File: config.mk
export PLATFORM = sky130hd
export DESIGN_NAME = regfile_sb
export DESIGN_NICKNAME = d
export VERILOG_FILES = /design/src/rtl/regfile_sb.sv
export SDC_FILE = /design/constraint.sdc
export NUM_CORES = 2
export LEC_CHECK = 0
export BUFFER_PORTS_ARGS = -buffer_cell sky130_fd_sc_hd__buf_2
export CAP_MARGIN = 40
export CORE_MARGIN = 2
export CORE_UTILIZATION = 68
export DETAILED_ROUTE_END_ITERATION = 8
export GPL_TIMING_DRIVEN = 0
export PLACE_DENSITY = 0.86
export SLEW_MARGIN = 10
export SYNTH_ARGS = -nofsm -noshare
export SYNTH_HDL_FRONTEND = slang
export SYNTH_SLANG_ARGS = --single-unit
File: constraint.sdc
create_clock -name clk_i -period 3.5 [get_ports clk_i]
set_input_delay 0.175 -clock clk_i [delete_from_list [all_inputs] [get_ports clk_i]]
set_output_delay 0.175 -clock clk_i [all_outputs]
set_load 0.02 [all_outputs]
File: src/rtl/regfile_sb.sv
// rtl/regfile_sb.sv - scoreboarded multi-read-port register file with write-back bypass
//
// Purpose: register array for the pipelined core. NUM_RD combinational read
// ports, one write-back port, optional same-cycle bypass and hardwired zero
// register. A pending bit per register tracks in-flight producers so decode
// can stall on RAW (rs_busy_o) and WAW (issue_ready_o) hazards.
//
// Ports:
//   clk_i, rst_ni     clock (rising edge), asynchronous active-low reset
//   rs_addr_i         NUM_RD packed read addresses, port k at [k*ADDR_SIZE +: ADDR_SIZE]
//   rs_data_o         NUM_RD packed read data, same packing
//   rs_busy_o         per-port: addressed register still has a pending producer
//   issue_valid_i     decode issues an instruction writing issue_rd_i
//   issue_rd_i        destination register of the issued instruction
//   issue_ready_o     issue is accepted when high together with issue_valid_i
//   wb_en_i, wb_rd_i, wb_data_i   write-back port
//   flush_i           clear every pending bit
//   busy_vec_o        registered pending bits for debug/trace

module regfile_sb #(
    parameter int ADDR_SIZE = 5,
    parameter int WORD_SIZE = 32,
    parameter int NUM_RD    = 2,
    parameter int ZERO_REG  = 1,
    parameter int BYPASS    = 1
) (
    input  logic                          clk_i,
    input  logic                          rst_ni,
    input  logic [NUM_RD*ADDR_SIZE-1:0]   rs_addr_i,
    output logic [NUM_RD*WORD_SIZE-1:0]   rs_data_o,
    output logic [NUM_RD-1:0]             rs_busy_o,
    input  logic                          issue_valid_i,
    input  logic [ADDR_SIZE-1:0]          issue_rd_i,
    output logic                          issue_ready_o,
    input  logic                          wb_en_i,
    input  logic [ADDR_SIZE-1:0]          wb_rd_i,
    input  logic [WORD_SIZE-1:0]          wb_data_i,
    input  logic                          flush_i,
    output logic [(1<<ADDR_SIZE)-1:0]     busy_vec_o
);

    localparam int NREG = 1 << ADDR_SIZE;
    localparam bit ZR   = (ZERO_REG != 0);
    localparam bit BP   = (BYPASS != 0);

    logic [WORD_SIZE-1:0] r_ram [NREG];
    logic [NREG-1:0]      r_pend;
    logic [NREG-1:0]      w_pend_next;

    logic w_wb_write;
    logic w_issue_zero;
    logic w_wb_hits_issue;
    logic w_issue_ready;
    logic w_issue_fire;

    assign w_wb_write      = wb_en_i & ~(ZR & (wb_rd_i == '0));
    assign w_issue_zero    = ZR & (issue_rd_i == '0);
    assign w_wb_hits_issue = wb_en_i & (wb_rd_i == issue_rd_i);

    // A pending destination may be re-issued in the same cycle its producer
    // writes back; the new issue then becomes the owner of the pending bit.
    assign w_issue_ready   = ~r_pend[issue_rd_i] | w_wb_hits_issue | w_issue_zero;
    assign w_issue_fire    = issue_valid_i & w_issue_ready & ~w_issue_zero;

    // r_pend is forced to zero during reset, so this is already 1 there.
    assign issue_ready_o   = w_issue_ready;
    assign busy_vec_o      = r_pend;

    // Clear before set so that a same-register issue wins over write-back.
    always_comb begin
        w_pend_next = r_pend;
        if (flush_i) begin
            w_pend_next = '0;
        end else begin
            if (wb_en_i) begin
                w_pend_next[wb_rd_i] = 1'b0;
            end
            if (w_issue_fire) begin
                w_pend_next[issue_rd_i] = 1'b1;
            end
        end
    end

    always_ff @(posedge clk_i or negedge rst_ni) begin
        if (!rst_ni) begin
            r_pend <= '0;
        end else begin
            r_pend <= w_pend_next;
        end
    end

    always_ff @(posedge clk_i or negedge rst_ni) begin
        if (!rst_ni) begin
            for (int i = 0; i < NREG; i++) begin
                r_ram[i] <= '0;
            end
        end else if (w_wb_write) begin
            r_ram[wb_rd_i] <= wb_data_i;
        end
    end

    for (genvar k = 0; k < NUM_RD; k++) begin : g_rd
        logic [ADDR_SIZE-1:0] w_addr;
        logic                 w_zero;
        logic                 w_hit;

        assign w_addr = rs_addr_i[k*ADDR_SIZE +: ADDR_SIZE];
        assign w_zero = ZR & (w_addr == '0);
        assign w_hit  = BP & wb_en_i & (wb_rd_i == w_addr);

        // Outputs are held at zero while in reset so the bypass path cannot
        // leak write-back data before the array is live.
        assign rs_data_o[k*WORD_SIZE +: WORD_SIZE] =
            (!rst_ni || w_zero) ? '0 :
            w_hit               ? wb_data_i :
                                  r_ram[w_addr];

        assign rs_busy_o[k] = rst_ni & ~w_zero & r_pend[w_addr] & ~w_hit;
    end

endmodule

==> insert_results.sql <==
INSERT INTO impl_metrics (metric_group, metric, value, unit) VALUES
('final_layout', 'finalNetCount', '4430', ''),
('floorplan', 'die_y', '295.4', 'um'),
('cts', 'cts_buffer_depth', '3', ''),
('yosys', 'synth_nets', '4025', ''),
('floorplan', 'io_pins', '156', ''),
('worst_setup_path', 'critical_path.max_fanout', '10', ''),
('timing', 'min_period_over_period', '104.1', '%'),
('power', 'vdd_ir_max', '0.5094', 'mV'),
('yosys', 'synth-seq-area-share', '45.76', '%'),
('route', 'detail_route.first_pass.iterations', '9', ''),
('worst_setup_path', 'timing.critical_path.cells', 'buf_2 -> buf_2 -> nor2b_1 -> buf_1 -> buf_8 -> clkbuf_1 -> a221oi_1 -> a22oi_1 -> a21oi_1 -> a211o_1 -> buf_2', ''),
('flow_run', 'max-cap-violations', '0', ''),
('cts', 'tritoncts.num_buffers', '109', ''),
('route', 'route.final.wire_length', '227200', 'um'),
('timing', 'setup_total_negative_slack', '-1487', 'ps'),
('run_status', 'failed_checks', 'design-rule violations, negative hold slack, negative setup slack', ''),
('worst_setup_path', 'worstSetupPathType', 'in2out', ''),
('worst_setup_path', 'largest_delay_share_family_worst_path', 'buffers and inverters', ''),
('final_layout', 'area_growth_syn_to_layout', '13.72', '%'),
('placement', 'dp_worst_setup_slack', '-814.4', 'ps'),
('timing', 'fin_worst_skew', '10.18', 'ps'),
('yosys', 'post-synth-top-area-fraction', '45.76', '%'),
('yosys', 'netlist-cell-type-count', '62', ''),
('timing', 'timing.max_slew.rel_slack', '27.43', '%'),
('timing', 'timing.final.max_slew_violations', '0', ''),
('route', 'routed-via-count', '45220', ''),
('yosys', 'dominant_synthesized_flop_cell', 'sky130_fd_sc_hd__dfrtp_1', ''),
('final_layout', 'fill_cells', '4680', ''),
('route', 'first_iter_violations', '7914', ''),
('final_layout', 'multi_input_logic_area', '29330', 'sq um'),
('floorplan', 'start_util', '68.90', '%'),
('grt', 'grt_start_max_net_pins', '148', ''),
('route', 'antenna_left', '0', ''),
('cts', 'htree_levels', '3', ''),
('grt', 'antenna_found_initial', '19', ''),
('floorplan', 'core_area', '83820', 'sq um'),
('yosys', 'netlist.top_cell.by_area', 'sky130_fd_sc_hd__dfrtp_1', ''),
('yosys', 'yosys_register_bits', '1056', ''),
('grt', 'grt_usage', '51.82', '%'),
('cts', 'path_clk_slew', '70', 'ps'),
('timing', 'setup_slack', '-144.4', 'ps'),
('placement', 'placer_congestion', '1.094', ''),
('yosys', 'synth.yosys.warnings', '0', ''),
('route', 'drc', '16', ''),
('worst_setup_path', 'worst_path_most_repeated_cell', 'sky130_fd_sc_hd__buf_2', ''),
('cts', 'cts_tree', 'yes', ''),
('timing', 'setup_violation_total_in_the_final_timing_report', '29', ''),
('cts', 'clk_root_buffer_cell', 'sky130_fd_sc_hd__clkbuf_16', ''),
('placement', 'place.detailed.hpwl', '156100', 'um'),
('power', 'pwr_density_cell', '554.6', 'nW/um^2'),
('worst_setup_path', 'cp_num_buf_inv', '6', ''),
('floorplan', 'placementRows', '106', ''),
('power', 'design_power_total', '36.43', 'mW'),
('timing', 'worstMarginPinSlew', '1088', 'ps'),
('timing', 'report.final.hold_viol_count', '35', ''),
('yosys', 'synth_top_cells_by_area', 'sky130_fd_sc_hd__dfrtp_1, sky130_fd_sc_hd__mux4_2, sky130_fd_sc_hd__mux2_1', ''),
('yosys', 'syn_avg_cell_area', '14.55', 'sq um'),
('grt', 'grt_first_pass_wirelength', '315300', 'um'),
('cts', 'cts_setup_buffers', '0', ''),
('final_layout', 'ff_latch_area', '26430', 'sq um'),
('timing', 'fin_crit', '3644', 'ps'),
('yosys', 'synth_edf_count', '0', ''),
('worst_setup_path', 'cp_slowest_cell', 'sky130_fd_sc_hd__clkbuf_1', ''),
('timing', 'final.hold.worst_slack', '-135.0', 'ps'),
('yosys', 'async_flop_share', '100.0', '%'),
('route', 'detail_route.vias_per_cell', '8.066', ''),
('grt', 'grt_overflow', '0', ''),
('route', 'avgRoutedWirePerCell', '40.53', 'um'),
('run_status', 'outcome', 'complete, but fails checks', ''),
('placement', 'i_o_buffers', '144', ''),
('floorplan', 'design.die.area', '87280', 'sq um');
-- sequential cells by signal, summed over array words and instances (netlist names) --
signal / count
r_ram: 1024
busy_vec_o: 32
-- placed cells by master (no fill, tap or decap), drive strengths merged, types with 9 or more instances in the layout --
cell type,n
nand3b,24
a22oi,63
o31ai,12
buf,425
mux4,458
o21bai,61
nand2,35
nor2,38
diode,13
clkbuf,441
nor3,11
inv,15
nand2b,9
a211o,61
dfrtp,1056
nor2b,66
a21oi,94
o21ai,43
clkinv,17
mux2,1025
mux2i,251
dlygate4sd3,42
nand3,13
a221oi,94
or3b,10
-- metrics by stage --
stage	cell area, sq um	std cells	util (%)	hold WS, ps
4_1_cts	65080	5568	77.65	-506.6
5_1_grt	65650	5596	78.32	16.14
3_3_place_gp	59890	5246	71.45	453.2
3_5_place_dp	61100	5335	72.90	255.9
2_1_floorplan	57750	3968	-	-120.6
6_report	65680	5606	78.35	-135.0
-- final timing paths --
path | start | to | slack [ps] | depth (start not counted)
max in group asynchronous | rst_ni | r_ram[584]$_DFFE_PN0P_ | 2070 | 6
worst max-delay path | rs_addr_i[1] | rs_data_o[9] | -140 | 11
worst max register to register | busy_vec_o[0]$_DFF_PN0_ | busy_vec_o[25]$_DFF_PN0_ | 1080 | 7
worst min register to register | r_ram[1017]$_DFFE_PN0P_ | r_ram[1017]$_DFFE_PN0P_ | 490 | 1
worst min-delay path | rst_ni | busy_vec_o[16]$_DFF_PN0_ | -140 | 5
min in group clk_i | issue_rd_i[3] | busy_vec_o[13]$_DFF_PN0_ | 70 | 5
-- worst register-to-register path: stages (launching register included) --
cell                       delay, ps
sky130_fd_sc_hd__dfrtp_1         500
sky130_fd_sc_hd__mux2i_1         120
sky130_fd_sc_hd__o32a_1          340
sky130_fd_sc_hd__o22ai_1         160
sky130_fd_sc_hd__a311oi_1         80
sky130_fd_sc_hd__a21oi_1         360
sky130_fd_sc_hd__clkbuf_1        540
sky130_fd_sc_hd__o32ai_1         170
-- cell usage after synthesis, types with 3 or more instances --
master                     count
sky130_fd_sc_hd__o31ai_1      12
sky130_fd_sc_hd__o22ai_1       7
sky130_fd_sc_hd__nor3_1       11
sky130_fd_sc_hd__buf_1        60
sky130_fd_sc_hd__buf_6        17
sky130_fd_sc_hd__o21bai_1     61
sky130_fd_sc_hd__o21ai_1      40
sky130_fd_sc_hd__nor4_1        5
sky130_fd_sc_hd__mux4_2      458
sky130_fd_sc_hd__xnor2_1       7
sky130_fd_sc_hd__nand2_1      35
sky130_fd_sc_hd__a21oi_1      94
sky130_fd_sc_hd__o21ai_0       3
sky130_fd_sc_hd__buf_2        68
sky130_fd_sc_hd__nor2_1       38
sky130_fd_sc_hd__mux2_2      215
sky130_fd_sc_hd__mux2_1      810
sky130_fd_sc_hd__a22oi_1      63
sky130_fd_sc_hd__clkbuf_1    273
sky130_fd_sc_hd__nand2b_1      9
sky130_fd_sc_hd__dfrtp_1    1056
sky130_fd_sc_hd__inv_1        10
sky130_fd_sc_hd__mux2i_1     251
sky130_fd_sc_hd__a221oi_1     94
sky130_fd_sc_hd__nand3_1      13
sky130_fd_sc_hd__nor3b_1       4
sky130_fd_sc_hd__buf_4        28
sky130_fd_sc_hd__or3b_2        9
sky130_fd_sc_hd__nor2b_1      66
sky130_fd_sc_hd__o32ai_1       8
sky130_fd_sc_hd__xor2_1        8
sky130_fd_sc_hd__nand3b_1     24
sky130_fd_sc_hd__a211oi_1      3
sky130_fd_sc_hd__a211o_1      61
sky130_fd_sc_hd__or3_1         6
sky130_fd_sc_hd__o221ai_1      5
-- metal layers --
layer	track usage, %	part of all wire, %
met5	3.381	0.31
met4	37.77	10
met3	28.69	18
met2	69.41	40
met1	62.64	31
-- cell families after synthesis --
kind of cell | count (synthesis) | share of synthesized area [%]
muxes | 1734 | 42.20
DFF | 1056 | 45.76
AOI/OAI and AO/OA | 470 | 5.943
buffers and inverters | 460 | 3.607
and+or+nand+nor | 233 | 2.268
xor gates and xnor gates | 15 | 0.2275
-- power breakdown --
| group | switching (mW) | leakage [nW] | internal, mW |
|---|---|---|---|
| Clock | 5.21 | 1.75 | 6.73 |
| Sequential | 1.91 | 13.6 | 14.5 |
| Combinational | 4.06 | 14.2 | 4.06 |
-- final cells by class --
cell class / instances / share of cell area (%)
Sequential cell: 1056 / 40.24
Buffer: 448 / 3.147
Antenna cell: 13 / 0.04953
Multi-Input combinational cell: 2452 / 44.65
Clock inverter: 30 / 0.4629
Inverter: 11 / 0.06287
Timing Repair Buffer: 295 / 4.283
Clock buffer: 167 / 4.946
Tap cell: 1134 / 2.160
-- repair_timing --
action,in CTS,in global routing
endpoints found under the hold margin,174,426
endpoints found under the setup margin,46,53
gates resized for setup,9,31
cloned,2,2
hold buffers,34,18
Power figures use the tool's default switching activity.
